--- config.mk ---
export PLATFORM = sky130hd
export DESIGN_NAME = timer_controller_flat
export DESIGN_NICKNAME = d
export VERILOG_FILES = /design/src/rtl/timer_controller_if.sv /design/src/rtl/timer_controller.sv /design/src/flat_wrapper.sv
export SDC_FILE = /design/constraint.sdc
export NUM_CORES = 1
export LEC_CHECK = 0
export BUFFER_PORTS_ARGS = -buffer_cell sky130_fd_sc_hd__clkbuf_2
export CORE_MARGIN = 3
export CORE_UTILIZATION = 60
export CTS_BUF_LIST = sky130_fd_sc_hd__clkbuf_8
export CTS_CLUSTER_SIZE = 12
export DETAILED_ROUTE_END_ITERATION = 8
export PLACE_DENSITY_LB_ADDON = 0.15
export SYNTH_ARGS = -nofsm -noshare
export SYNTH_HDL_FRONTEND = slang
export SYNTH_SLANG_ARGS = --single-unit
--- constraint.sdc ---
create_clock -name clk -period 3 [get_ports clk]
set_input_delay 0.15 -clock clk [delete_from_list [all_inputs] [get_ports clk]]
set_output_delay 0.15 -clock clk [all_outputs]
set_load 0.005 [all_outputs]
--- src/rtl/timer_controller_if.sv ---
// Signal bundle between timer_controller, its requester and the countdown timer it drives.
// The slave modport is the controller; the master modport is its environment.
interface timer_controller_if #(
   parameter int unsigned N  = 8,
   parameter int unsigned PW = 8
);
   logic          start;
   logic          stop;
   logic [N-1:0]  period;
   logic [PW-1:0] prescale;
   logic          auto_reload;
   logic          load;
   logic [N-1:0]  value;
   logic          decr;
   logic          timeup;
   logic          busy;
   logic          expired;
   logic [N-1:0]  expire_count;

   modport slave (
      input  start, stop, period, prescale, auto_reload, timeup,
      output load, value, decr, busy, expired, expire_count
   );

   modport master (
      output start, stop, period, prescale, auto_reload, timeup,
      input  load, value, decr, busy, expired, expire_count
   );
endinterface

--- src/rtl/timer_controller.sv ---
// Sequencer for an external countdown timer: loads it, paces its decrements through a
// prescaler, reports expiries and optionally reloads for periodic operation.
module timer_controller #(
   parameter int unsigned N  = 8,
   parameter int unsigned PW = 8
) (
   input logic               clk,
   input logic               reset,
   timer_controller_if.slave bus
);

   localparam logic [1:0] StIdle = 2'd0;
   localparam logic [1:0] StLoad = 2'd1;
   localparam logic [1:0] StRun  = 2'd2;
   localparam logic [1:0] StDone = 2'd3;

   logic [1:0]    state_q, state_d;
   logic [N-1:0]  period_q, period_d;
   logic [PW-1:0] prescale_q, prescale_d;
   logic          ar_q, ar_d;
   logic [PW-1:0] pscnt_q, pscnt_d;
   logic [N-1:0]  count_q, count_d;

   always_comb begin
      state_d    = state_q;
      period_d   = period_q;
      prescale_d = prescale_q;
      ar_d       = ar_q;
      pscnt_d    = pscnt_q;
      count_d    = count_q;
      case (state_q)
         StIdle: begin
            // A zero period would expire without ever counting, so it is not a valid start.
            if (bus.start && !bus.stop && (bus.period != '0)) begin
               period_d   = bus.period;
               prescale_d = bus.prescale;
               ar_d       = bus.auto_reload;
               count_d    = '0;
               state_d    = StLoad;
            end
         end
         StLoad: begin
            pscnt_d = '0;
            state_d = bus.stop ? StIdle : StRun;
         end
         StRun: begin
            pscnt_d = (pscnt_q == prescale_q) ? '0 : pscnt_q + 1'b1;
            if (bus.stop) begin
               state_d = StIdle;
            end else if (bus.timeup) begin
               state_d = StDone;
            end
         end
         StDone: begin
            // The expiry in this cycle is already committed; stop only cancels the reload.
            if (count_q != '1) begin
               count_d = count_q + 1'b1;
            end
            state_d = (ar_q && !bus.stop) ? StLoad : StIdle;
         end
         default: state_d = StIdle;
      endcase
   end

   always_ff @(posedge clk or negedge reset) begin
      if (!reset) begin
         state_q    <= StIdle;
         period_q   <= '0;
         prescale_q <= '0;
         ar_q       <= 1'b0;
         pscnt_q    <= '0;
         count_q    <= '0;
      end else begin
         state_q    <= state_d;
         period_q   <= period_d;
         prescale_q <= prescale_d;
         ar_q       <= ar_d;
         pscnt_q    <= pscnt_d;
         count_q    <= count_d;
      end
   end

   always_comb begin
      bus.load         = (state_q == StLoad);
      bus.decr         = (state_q == StRun) && (pscnt_q == prescale_q) && !bus.timeup;
      bus.expired      = (state_q == StDone);
      bus.busy         = (state_q != StIdle);
      bus.value        = period_q;
      bus.expire_count = count_q;
   end

   strobes_exclusive_a : assert property (@(posedge clk) disable iff (!reset)
      $onehot0({bus.load, bus.decr, bus.expired}));

   capture_stable_a : assert property (@(posedge clk) disable iff (!reset)
      ((state_q != StIdle) && ($past(state_q) != StIdle)) |->
         ($stable(period_q) && $stable(prescale_q) && $stable(ar_q)));

endmodule
--- src/flat_wrapper.sv ---
// flat-port wrapper written by rule: the top's interface ports become plain ports
module timer_controller_flat 
#(
   parameter int unsigned N  = 8,
   parameter int unsigned PW = 8
)
  (clk, reset, bus_start, bus_stop, bus_period, bus_prescale, bus_auto_reload, bus_timeup, bus_load, bus_value, bus_decr, bus_busy, bus_expired, bus_expire_count);
  timer_controller_if #(.N(N), .PW(PW)) bus_i ();
  input logic clk;
  input logic reset;
  input wire logic [$bits(bus_i.start)-1:0] bus_start;
  input wire logic [$bits(bus_i.stop)-1:0] bus_stop;
  input wire logic [$bits(bus_i.period)-1:0] bus_period;
  input wire logic [$bits(bus_i.prescale)-1:0] bus_prescale;
  input wire logic [$bits(bus_i.auto_reload)-1:0] bus_auto_reload;
  input wire logic [$bits(bus_i.timeup)-1:0] bus_timeup;
  output wire logic [$bits(bus_i.load)-1:0] bus_load;
  output wire logic [$bits(bus_i.value)-1:0] bus_value;
  output wire logic [$bits(bus_i.decr)-1:0] bus_decr;
  output wire logic [$bits(bus_i.busy)-1:0] bus_busy;
  output wire logic [$bits(bus_i.expired)-1:0] bus_expired;
  output wire logic [$bits(bus_i.expire_count)-1:0] bus_expire_count;
  assign bus_i.start = bus_start;
  assign bus_i.stop = bus_stop;
  assign bus_i.period = bus_period;
  assign bus_i.prescale = bus_prescale;
  assign bus_i.auto_reload = bus_auto_reload;
  assign bus_i.timeup = bus_timeup;
  assign bus_load = bus_i.load;
  assign bus_value = bus_i.value;
  assign bus_decr = bus_i.decr;
  assign bus_busy = bus_i.busy;
  assign bus_expired = bus_i.expired;
  assign bus_expire_count = bus_i.expire_count;
  timer_controller #(.N(N), .PW(PW)) u_core (.clk(clk), .reset(reset), .bus(bus_i));
endmodule
==> results of run 1 <==
cells by family (layout without fill, tap and decap cells):
| group | after synthesis | after routing |
|---|---|---|
| buf+inv | 13 | 58 |
| xor+xnor | 11 | 11 |
| fa+ha+maj | 6 | 6 |
| mux | 18 | 18 |
| flops | 35 | 35 |
| compound gates | 35 | 35 |
| simple gates | 53 | 53 |
cell usage after synthesis, types with 2 or more instances:
master	n
sky130_fd_sc_hd__dfrtp_1	35
sky130_fd_sc_hd__a21o_1	2
sky130_fd_sc_hd__nand3_1	5
sky130_fd_sc_hd__xor2_1	9
sky130_fd_sc_hd__nor2_1	14
sky130_fd_sc_hd__ha_1	6
sky130_fd_sc_hd__o22ai_1	3
sky130_fd_sc_hd__nand4_1	4
sky130_fd_sc_hd__nand2_1	10
sky130_fd_sc_hd__mux2_2	17
sky130_fd_sc_hd__nor3_1	3
sky130_fd_sc_hd__buf_6	3
sky130_fd_sc_hd__o21ai_0	4
sky130_fd_sc_hd__inv_1	7
sky130_fd_sc_hd__and3_1	6
sky130_fd_sc_hd__xnor2_1	2
sky130_fd_sc_hd__a21oi_1	12
sky130_fd_sc_hd__nand2b_1	3
layer usage:
metal	vias up	GRT usage (%)	wire length, um
met5	-	0	0
met4	0	14.5	92
met3	10	5.66	203
met2	43	39.3	2090
met1	726	27.7	1730
li1	703	-	-
report_power, final:
group	leakage [nW]	switching [mW]	internal, mW
clock	0.0557	0.169	0.206
sequential	0.448	0.113	0.625
combinational	0.559	0.325	0.304
area by class of cell:
| type | count | area share (%) |
|---|---|---|
| clock buffer | 7 | 4.45 |
| clock inverter | 1 | 0.173 |
| inverter | 8 | 1.39 |
| multi-input combinational | 123 | 41.9 |
| sequential | 35 | 40.4 |
| tap | 31 | 1.79 |
| timing repair buffer | 42 | 9.93 |
registers in the layout, indices dropped and copies added, names as in the netlist:
signal and cells:
u_core.state_q 2, u_core.bus.expire_count 8, u_core.ar_q 1, u_core.prescale_q 8, u_core.bus.value 8, u_core.pscnt_q 8
how the worst min path moves through the flow:
stage	startpoint	end	slack [ns]	cells past startpoint
2_1_floorplan	reset	u_core.ar_q$_DFFE_PN0P_	-0.15	0
3_3_place_gp	reset	u_core.pscnt_q[4]$_DFFE_PN0P_	0.28	1
3_5_place_dp	reset	u_core.prescale_q[4]$_DFFE_PN0P_	0.30	1
4_1_cts	bus_prescale[0]	u_core.prescale_q[0]$_DFFE_PN0P_	0.08	2
5_1_grt	bus_auto_reload	u_core.ar_q$_DFFE_PN0P_	0.09	2
6_report	bus_prescale[0]	u_core.prescale_q[0]$_DFFE_PN0P_	0.09	2
critical path: stages (launching register included):
cell and delay [ns]:
sky130_fd_sc_hd__dfrtp_1 0.40, sky130_fd_sc_hd__inv_1 0.12, sky130_fd_sc_hd__ha_1 0.28, sky130_fd_sc_hd__inv_2 0.09
sky130_fd_sc_hd__a211o_1 0.55, sky130_fd_sc_hd__a21o_4 0.35, sky130_fd_sc_hd__a22o_1 0.23
metrics by stage:
stage	worst slack [ns]	cell area [um2]	hold WS, ns	std cells
global route	0.736	2170	0.0937	247
detailed placement	0.875	2060	0.296	238
finish	0.855	2170	0.0897	247
floorplan	1.27	1860	-0.146	171
global placement	0.982	2060	0.284	238
CTS	0.854	2170	0.0813	247
==> metrics.json, run 1 <==
{
  "grt": {
    "grt_overflow": 0,
    "groute.usage.overall_pct": 23.8,
    "via_count_of_the_first_global_routing_pass": 1523,
    "grt_first_pass_wirelength_mm": 6.47,
    "maximum_number_of_pins_on_one_net_before_global_route_repair": 36,
    "antenna_found_initial": 0
  },
  "worst_setup_path": {
    "reg2reg_depth": 6,
    "kind_of_end_point_of_the_critical_path": "flop",
    "critPathKind": "flop to flop",
    "setup.worst_path.start": "u_core.state_q[1]$_DFFE_PN0P_",
    "worst_r2r_startpoint": "u_core.state_q[1]$_DFFE_PN0P_",
    "setup.reg_to_reg.worst_slack_ns": 0.86,
    "cp_max_fo": 20,
    "capture_point_of_the_critical_path": "u_core.bus.expire_count[0]$_DFFE_PN0P_",
    "critPathRequiredTime_ns": 3.19,
    "r2r_end": "u_core.bus.expire_count[0]$_DFFE_PN0P_",
    "critical_path.startpoint_type": "flop",
    "critPathArrivalTime_ns": 2.33
  },
  "synthesis": {
    "syn-num-nets": 199,
    "post_synth.cell_area_avg_um2": 10.9,
    "synth_area_um2": 1860,
    "compound_gate_fraction_of_synth_area_pct": 13.1,
    "post_synth_inst_count": 171,
    "muxShareOfSynthArea_pct": 10.9,
    "synth_ff_type": "sky130_fd_sc_hd__dfrtp_1",
    "combinational_family_with_the_most_area_after_synthesis": "simple AND/OR/NAND/NOR gates",
    "yosysSeqAreaShare_pct": 47.2,
    "yosys.area_share.simple_pct": 15.7,
    "synth_area_leaders": "sky130_fd_sc_hd__dfrtp_1, sky130_fd_sc_hd__mux2_2, sky130_fd_sc_hd__xor2_1, sky130_fd_sc_hd__ha_1, sky130_fd_sc_hd__a21oi_1",
    "synth_top_cell_area_share_pct": 47.2,
    "post_synth_edffs": 0,
    "yosysUniqueCellTypes": 44,
    "yosys_warnings": 0,
    "synth_adder_area_share_pct": 4.05,
    "synth-seq-cells": 35,
    "synth.largest_area_cell": "sky130_fd_sc_hd__dfrtp_1",
    "synthArstFlopShare_pct": 100,
    "xor_and_xnor_area_share_after_synthesis_pct": 5.19
  },
  "place": {
    "gp_congestion": 0.848,
    "io_buffers": 41,
    "place_hpwl_mm": 2.93
  },
  "routing": {
    "drt_iter0_drc": 163,
    "detail_route.wl_per_cell_um": 16.7,
    "via_count": 1482,
    "first_pass_iters": 4,
    "antenna_violating_nets_post_route": 0,
    "wirelength_mm": 4.11,
    "route.detailed.drc": 0,
    "post_detailed_route_via_to_cell_ratio": 6.00
  },
  "power_and_ir_drop": {
    "pwr_density_cell_nw_per_um2": 804,
    "irDropWorstVdd_v": 0.000561,
    "leakage_component_of_the_power_nw": 1.06,
    "totalPowerFinal_mw": 1.74
  },
  "final_layout": {
    "multi_input_logic_area_um2": 907,
    "seq_area_um2": 876,
    "fin_util_pct": 76.0,
    "layout.nets": 243,
    "final_cell_mix": "sky130_fd_sc_hd__clkbuf_2, sky130_fd_sc_hd__dfrtp_1, sky130_fd_sc_hd__mux2_2",
    "final_common_cell": "sky130_fd_sc_hd__clkbuf_2",
    "insertedDiodeCount": 0,
    "post_synthesis_to_final_layout_area_growth_pct": 16.8,
    "n_fill_cell": 216,
    "drive_above_1_share_pct": 33.3
  },
  "cts": {
    "cts_root_buf": "sky130_fd_sc_hd__clkbuf_8",
    "clkSlewWorstSetupHoldPaths_ns": 0.07,
    "post_cts.repair.setup_buffers": 0,
    "clock_sinks": 35,
    "worst_skew_pair.late_latency_ns": 0.29,
    "tritoncts": "built",
    "ctsHoldBuffers": 1,
    "clock_tree.htree_level_count": 2,
    "number_of_cts_inserted_buffers": 5,
    "cts_resized": 0,
    "cts_max_path_buffers": 2
  },
  "timing": {
    "tightest_slew_ns": 0.863,
    "final_hold_violating_endpoints": 0,
    "layout_worst_path_cycle_share_pct": 71.5,
    "fin_crit_ns": 2.14,
    "slew_viol_final": 0,
    "achievable-frequency_mhz": 466,
    "rsz0062_at_grt": "no",
    "finalSetupViolations": 0,
    "final.setup.tns_ns": 0,
    "skew_ns": 0.00556,
    "slew-limit-headroom_pct": 42.5
  },
  "die": {
    "fp.dieH_um": 61.6,
    "design.core.area_um2": 2850,
    "pin_count": 42,
    "die_footprint_um2": 3800,
    "die_width_um": 61.6,
    "start_util_pct": 65.0,
    "fp-row-count": 19
  },
  "run": {
    "drv_cap": 0
  },
  "run_status": {
    "status": "finished, final reports clean"
  },
  "hold_path": {
    "hp-class": "input pin to flop"
  }
}
No activity file was read; power rests on OpenSTA's default activity.
==> run 2, diff against run 1 <==
--- a/config.mk
+++ b/config.mk
@@ -5,9 +5,10 @@
 export SDC_FILE = /design/constraint.sdc
 export NUM_CORES = 1
 export LEC_CHECK = 0
+export ABC_AREA = 1
 export BUFFER_PORTS_ARGS = -buffer_cell sky130_fd_sc_hd__clkbuf_2
 export CORE_MARGIN = 3
-export CORE_UTILIZATION = 60
+export CORE_UTILIZATION = 51
 export CTS_BUF_LIST = sky130_fd_sc_hd__clkbuf_8
 export CTS_CLUSTER_SIZE = 12
 export DETAILED_ROUTE_END_ITERATION = 8
==> constraint.sdc (replaced) <==
create_clock -name clk -period 1.95 [get_ports clk]
set_input_delay 0.0975 -clock clk [delete_from_list [all_inputs] [get_ports clk]]
set_output_delay 0.0975 -clock clk [all_outputs]
set_load 0.005 [all_outputs]
==> run 2 against run 1 <==
  * Clock power increased by 30%
  * First-iteration DRC count is 25% lower
  * Flip-flop and latch count stayed put
==> metrics.json, run 2 <==
{
  "worst_setup_path": {
    "critPathArrivalTime_ns": 1.57,
    "timing.critical_path.depth": 8,
    "master_of_the_slowest_instance_on_the_critical_path": "sky130_fd_sc_hd__dfrtp_1",
    "kind_of_end_point_of_the_critical_path": "primary output",
    "cp_max_fo": 4,
    "setup.worst_path.start": "u_core.pscnt_q[0]$_DFFE_PN0P_",
    "critPathRequiredTime_ns": 1.85,
    "reg2reg_depth": 5,
    "critPathKind": "flop to primary output",
    "worst_path_dominant_cell_family": "simple AND/OR/NAND/NOR gates",
    "worst_r2r_startpoint": "u_core.state_q[0]$_DFFE_PN0P_",
    "timing.critical_path.mode_cell": "sky130_fd_sc_hd__nand2_1",
    "timing.critical_path.buf_inv": 2,
    "critical_path.startpoint_type": "flop",
    "path_cells": "inv_1 -> nand2_1 -> nand2_1 -> nand2_1 -> nor2_1 -> nand2_1 -> nor3b_1 -> clkbuf_2",
    "max_stage_delay_ns": 0.42
  },
  "synthesis": {
    "post_synth.cell_area_avg_um2": 7.72,
    "yosys_warnings": 0,
    "synth_area_um2": 1970,
    "netlist_top_cells_count": "sky130_fd_sc_hd__nand2_1, sky130_fd_sc_hd__dfrtp_1, sky130_fd_sc_hd__inv_1",
    "synth_top_cell_area_share_pct": 44.5,
    "yosysSeqAreaShare_pct": 44.5,
    "post_synth_edffs": 0,
    "synth_most_common_cell": "sky130_fd_sc_hd__nand2_1",
    "synthArstFlopShare_pct": 100,
    "synth_area_leaders": "sky130_fd_sc_hd__dfrtp_1, sky130_fd_sc_hd__nand2_1, sky130_fd_sc_hd__inv_1, sky130_fd_sc_hd__ha_1, sky130_fd_sc_hd__nand3_1",
    "synth.largest_area_cell": "sky130_fd_sc_hd__dfrtp_1",
    "synth_ff_type": "sky130_fd_sc_hd__dfrtp_1",
    "yosysUniqueCellTypes": 24,
    "post_synth_inst_count": 255,
    "syn-num-nets": 283,
    "synth-seq-cells": 35
  },
  "timing": {
    "slew_viol_final": 0,
    "tightest_slew_ns": 0.871,
    "finalSetupViolations": 0,
    "slew-limit-headroom_pct": 41.9,
    "layout_worst_path_cycle_share_pct": 85.3,
    "achievable-frequency_mhz": 601,
    "skew_ns": 0.00326,
    "rsz0062_at_grt": "no",
    "final.setup.tns_ns": 0,
    "final_hold_violating_endpoints": 0,
    "fin_crit_ns": 1.66
  },
  "power_and_ir_drop": {
    "total_switching_power_mw": 1.14,
    "clock_power_share_pct": 17.9,
    "leakage_component_of_the_power_nw": 1.21,
    "irDropWorstVdd_v": 0.000805,
    "pwr_density_cell_nw_per_um2": 1190,
    "sequentialPowerShare_pct": 39.6,
    "pwr-share-comb_pct": 42.5,
    "switching_share_pct": 41.7,
    "totalPowerFinal_mw": 2.73,
    "total_internal_power_mw": 1.59
  },
  "grt": {
    "grt_overflow": 0,
    "grt_met1_usage_pct": 22.4,
    "antenna_found_initial": 0,
    "groute.layer.met2.usage_pct": 35.4,
    "met3_usage_pct": 5.75,
    "groute.usage.overall_pct": 19.8,
    "maximum_number_of_pins_on_one_net_before_global_route_repair": 36,
    "grt_first_pass_wirelength_mm": 6.80,
    "via_count_of_the_first_global_routing_pass": 1582,
    "global_route.peak_usage_layer": "met2"
  },
  "cts": {
    "cts_root_buf": "sky130_fd_sc_hd__clkbuf_8",
    "worst_skew_pair.late_latency_ns": 0.28,
    "post_cts.repair.setup_buffers": 0,
    "clock_tree.htree_level_count": 2,
    "tritoncts": "built",
    "number_of_cts_inserted_buffers": 5,
    "cts_max_path_buffers": 2,
    "cts_resized": 0,
    "clock_sinks": 35,
    "ctsHoldBuffers": 1,
    "clkSlewWorstSetupHoldPaths_ns": 0.07
  },
  "final_layout": {
    "post_layout_nonfiller_instances": 348,
    "drive_above_1_share_pct": 20.9,
    "layout.nets": 329,
    "final_cell_mix": "sky130_fd_sc_hd__nand2_1, sky130_fd_sc_hd__clkbuf_2, sky130_fd_sc_hd__dfrtp_1",
    "final_common_cell": "sky130_fd_sc_hd__nand2_1",
    "post_synthesis_to_final_layout_area_growth_pct": 16.5,
    "insertedDiodeCount": 0
  },
  "routing": {
    "drt_iter0_drc": 122,
    "route.detailed.drc": 0,
    "post_detailed_route_via_to_cell_ratio": 4.90,
    "antenna_violating_nets_post_route": 0,
    "first_pass_iters": 4,
    "detail_route.wl_per_cell_um": 11.6,
    "wirelength_mm": 4.05,
    "via_count": 1706
  },
  "die": {
    "start_util_pct": 55.9,
    "die_width_um": 68.1,
    "design.core.area_um2": 3520,
    "die_footprint_um2": 4640,
    "pin_count": 42,
    "fp-row-count": 21,
    "fp.dieH_um": 68.1
  },
  "hold_path": {
    "hp-class": "input pin to flop",
    "hold_path.startpoint": "bus_prescale[6]",
    "timing.hold.worst_path_depth": 3
  },
  "place": {
    "place_hpwl_mm": 2.97,
    "io_buffers": 41,
    "gp_congestion": 0.836,
    "dp_cells": 339
  },
  "run_status": {
    "status": "finished, final reports clean"
  },
  "run": {
    "drv_cap": 0
  }
}
[run 2: changes by cell type after synthesis, sizes merged, moves of 3 or more]
cell / change
mux2: -17
inv: +21
a21oi: -4
o21ai: +12
nand2: +92
nand2b: -4
nor2: +6
a21o: -4
and3: -6
o22ai: -3
nand4: -4
xor2: -4
nand3: +12
[run 2: per-stage QoR]
| step | instance area [um2] | utilization, % | hold WS, ns | setup WS (ns) |
|---|---|---|---|---|
| floorplan | 1970 | - | -0.198 | 0.566 |
| global placement | 2200 | 62.5 | 0.251 | 0.427 |
| detailed placement | 2200 | 62.5 | 0.249 | 0.331 |
| CTS | 2290 | 65.1 | 0.00403 | 0.254 |
| global route | 2290 | 65.1 | 0.00712 | 0.120 |
| finish | 2290 | 65.1 | 0.0137 | 0.287 |
[run 2: power groups by stage]
stage,clock network [mW],logic (mW),registers (mW)
after global routing,0.551,1.33,1.11
after CTS,0.510,1.17,1.08
final,0.489,1.16,1.08
after detailed placement,0,1.16,1.09
after floorplan,0,0.836,1.07
after global placement,0,1.14,1.08
[run 2: cell families after synthesis]
group                    share of synthesized area, %
flip-flops                                       44.5
AO/OA/AOI/OAI                                    8.32
AND/OR/NAND/NOR                                  32.4
XOR/XNOR                                         3.56
buffers and inverters                            7.43
adder cells (fa/ha/maj)                          3.81
[run 2: area by class of cell]
type	count	area, um2
Fill cell	322	1230
Multi-Input combinational cell	187	947
Sequential cell	35	876
Timing Repair Buffer	43	223
Inverter	29	109
Clock buffer	5	68.8
Tap cell	46	57.6
Clock inverter	3	12.5
[run 2: worst paths after layout]
check	to	slack [ns]
worst min-delay path	u_core.prescale_q[6]$_DFFE_PN0P_	0.01
worst max register to register	u_core.prescale_q[0]$_DFFE_PN0P_	0.32
min in group asynchronous	u_core.bus.value[6]$_DFFE_PN0P_	0.46
max in group asynchronous	u_core.prescale_q[1]$_DFFE_PN0P_	0.95
worst max-delay path	bus_decr	0.29
worst min register to register	u_core.bus.value[5]$_DFFE_PN0P_	0.47
[run 2: per-layer routing]
layer	vias up	share of wire, %
met5	-	0
met4	0	1.1
met3	6	4.5
met2	33	52
met1	781	43
li1	886	-
[run 2: worst reg2reg max path: cells and delay by family (launching register included)]
kind / cells / cell delay (ns)
AO/OA/AOI/OAI: 1 / 0.15
adder cells (fa/ha/maj): 1 / 0.30
buffers and inverters: 2 / 0.25
flip-flops: 1 / 0.42
AND/OR/NAND/NOR: 1 / 0.38
==> run 3, diff against run 2 <==
--- a/config.mk
+++ b/config.mk
@@ -12,7 +12,7 @@
 export CTS_BUF_LIST = sky130_fd_sc_hd__clkbuf_8
 export CTS_CLUSTER_SIZE = 12
 export DETAILED_ROUTE_END_ITERATION = 8
-export PLACE_DENSITY_LB_ADDON = 0.15
+export PLACE_DENSITY = 0.88
 export SYNTH_ARGS = -nofsm -noshare
 export SYNTH_HDL_FRONTEND = slang
 export SYNTH_SLANG_ARGS = --single-unit
==> run 3 against run 2 <==
  * Global-route usage up 0.73 points
  * Cell count grew 0.86%
  * Wire length rose by 4.1%
  * Critical path depth fell by 2
  * Clock power up 46%
  * Hold slack got worse by 0.0059 ns
  * Non-clock buffer count is 3 higher
  * Largest power group unchanged
  * Cell area grew 3.1%
  * First-iteration DRC count rose by 4.1%
==> metrics.json, run 3 (synthesis gave the netlist of run 2 again) <==
{
  "worst_setup_path": {
    "timing.critical_path.mode_cell": "sky130_fd_sc_hd__nand2_1",
    "path_cells": "xnor2_1 -> nand2_1 -> nor2_1 -> nand2_1 -> nor3b_1 -> clkbuf_2",
    "critPathKind": "flop to primary output",
    "critPathArrivalTime_ns": 1.56,
    "timing.critical_path.buf_inv": 1,
    "reg2reg_depth": 5,
    "timing.critical_path.depth": 6,
    "worst_path_dominant_cell_family": "simple AND/OR/NAND/NOR gates",
    "critical_path.startpoint_type": "flop",
    "master_of_the_slowest_instance_on_the_critical_path": "sky130_fd_sc_hd__dfrtp_1",
    "max_stage_delay_ns": 0.43,
    "kind_of_end_point_of_the_critical_path": "primary output",
    "critPathRequiredTime_ns": 1.85,
    "setup.reg_to_reg.worst_slack_ns": 0.32,
    "cp_max_fo": 4
  },
  "power_and_ir_drop": {
    "clock_power_share_pct": 24.2,
    "switching_share_pct": 40.0,
    "total_switching_power_mw": 1.18,
    "pwr-share-comb_pct": 39.3,
    "irDropWorstVdd_v": 0.000639,
    "pwr_density_cell_nw_per_um2": 1250,
    "sequentialPowerShare_pct": 36.5,
    "total_internal_power_mw": 1.77,
    "leakage_component_of_the_power_nw": 1.24
  },
  "timing": {
    "achievable-frequency_mhz": 604,
    "skew_ns": 0.0133,
    "slew-limit-headroom_pct": 43.9,
    "rsz0062_at_grt": "no",
    "fin_crit_ns": 1.65,
    "slew_viol_final": 0,
    "layout_worst_path_cycle_share_pct": 84.9,
    "fin_worst_hold_slack_ns": 0.00783,
    "final.setup.tns_ns": 0,
    "tightest_slew_ns": 0.841,
    "finalSetupViolations": 0,
    "final_hold_violating_endpoints": 0
  },
  "run_status": {
    "status": "finished, final reports clean"
  },
  "grt": {
    "maximum_number_of_pins_on_one_net_before_global_route_repair": 36,
    "antenna_found_initial": 0,
    "via_count_of_the_first_global_routing_pass": 1676,
    "grt_overflow": 0,
    "grt_first_pass_wirelength_mm": 7.07,
    "groute.usage.overall_pct": 20.5
  },
  "run": {
    "drv_cap": 0
  },
  "routing": {
    "first_pass_iters": 4,
    "wirelength_mm": 4.21,
    "antenna_violating_nets_post_route": 0,
    "post_detailed_route_via_to_cell_ratio": 5.01,
    "drt_iter0_drc": 127,
    "route.detailed.drc": 0,
    "via_count": 1760,
    "detail_route.wl_per_cell_um": 12.0
  },
  "die": {
    "die_footprint_um2": 4640,
    "start_util_pct": 55.9,
    "fp-row-count": 21,
    "design.core.area_um2": 3520,
    "pin_count": 42,
    "fp.dieH_um": 68.1,
    "die_width_um": 68.1
  },
  "cts": {
    "worst_skew_pair.late_latency_ns": 0.31,
    "clock_sinks": 35,
    "tritoncts": "built",
    "clock_tree.htree_level_count": 2,
    "cts_max_path_buffers": 2,
    "cts_root_buf": "sky130_fd_sc_hd__clkbuf_8",
    "number_of_cts_inserted_buffers": 5,
    "clkSlewWorstSetupHoldPaths_ns": 0.08
  },
  "final_layout": {
    "n_fill_cell": 304,
    "final_cell_mix": "sky130_fd_sc_hd__nand2_1, sky130_fd_sc_hd__clkbuf_2, sky130_fd_sc_hd__dfrtp_1",
    "drive_above_1_share_pct": 21.3,
    "layout.nets": 332,
    "insertedDiodeCount": 0,
    "post_synthesis_to_final_layout_area_growth_pct": 20.0,
    "final_common_cell": "sky130_fd_sc_hd__nand2_1"
  },
  "place": {
    "gp_congestion": 0.861,
    "io_buffers": 41,
    "place_hpwl_mm": 3.13
  },
  "hold_path": {
    "timing.hold.worst_path_depth": 3,
    "hp-class": "input pin to flop"
  }
}
==> run 3: cell types whose count changed in the layout (fill, tap and decap cells not counted) <==
cell	change
sky130_fd_sc_hd__dlygate4sd3_1	+3
sky130_fd_sc_hd__inv_1	-2
sky130_fd_sc_hd__bufinv_16	+1
sky130_fd_sc_hd__clkbuf_8	+1
sky130_fd_sc_hd__clkinv_2	-1
sky130_fd_sc_hd__inv_6	+1
==> run 3: per-layer routing <==
layer	global-route usage (%)	part of all wire [%]	vias to the layer above
met1	22.9	42	821
met5	0	0	-
met3	4.60	4.0	8
met4	9.43	2.0	0
li1	-	-	896
met2	36.9	52	35
==> run 3: worst paths after layout <==
check                                                 from                               end
max in group asynchronous                            reset     u_core.pscnt_q[0]$_DFFE_PN0P_
hold reg to reg            u_core.bus.value[5]$_DFFE_PN0P_   u_core.bus.value[5]$_DFFE_PN0P_
setup reg to reg             u_core.state_q[0]$_DFFE_PN0P_  u_core.prescale_q[4]$_DFFE_PN0P_
setup / recovery             u_core.pscnt_q[2]$_DFFE_PN0P_                          bus_decr
hold / removal                             bus_auto_reload           u_core.ar_q$_DFFE_PN0P_
min in group asynchronous                            reset   u_core.bus.value[2]$_DFFE_PN0P_
==> run 3: timing repair <==
action                     CTS  global route
hold buffers                 4             0
resized for setup            0             0
buffers inserted             0             0
setup endpoints to repair    0             0
hold endpoints to repair    38             0
==> run 3: final cells by class <==
| class | count | area [um2] | share of cell area [%] |
|---|---|---|---|
| Multi-Input combinational cell | 187 | 947 | 40.1 |
| Sequential cell | 35 | 876 | 37.1 |
| Timing Repair Buffer | 46 | 253 | 10.7 |
| Inverter | 29 | 109 | 4.61 |
| Clock buffer | 6 | 82.6 | 3.49 |
| Tap cell | 46 | 57.6 | 2.44 |
| Clock inverter | 2 | 38.8 | 1.64 |
==> run 3: power groups by stage <==
stage | logic, mW | registers (mW) | clock network [mW]
detailed placement | 1.16 | 1.09 | 0
floorplan | 0.836 | 1.07 | 0
global route | 1.33 | 1.10 | 0.754
CTS | 1.18 | 1.08 | 0.722
finish | 1.16 | 1.08 | 0.716
global placement | 1.13 | 1.08 | 0
==> run 3: tightest hold or removal path, stage by stage <==
cell                       delay, ns
sky130_fd_sc_hd__clkbuf_2       0.08
sky130_fd_sc_hd__nand2_1        0.05
sky130_fd_sc_hd__nand2_1        0.06
==> run 3: per-stage QoR <==
stage	area (um2)	setup WS [ns]	util, %	instances	power [mW]
2_1_floorplan	1970	0.566	-	255	1.91
3_3_place_gp	2200	0.425	62.5	339	2.21
3_5_place_dp	2200	0.320	62.5	339	2.25
4_1_cts	2360	0.263	67.1	351	2.98
5_1_grt	2360	0.152	67.1	351	3.19
6_report	2360	0.295	67.1	351	2.95
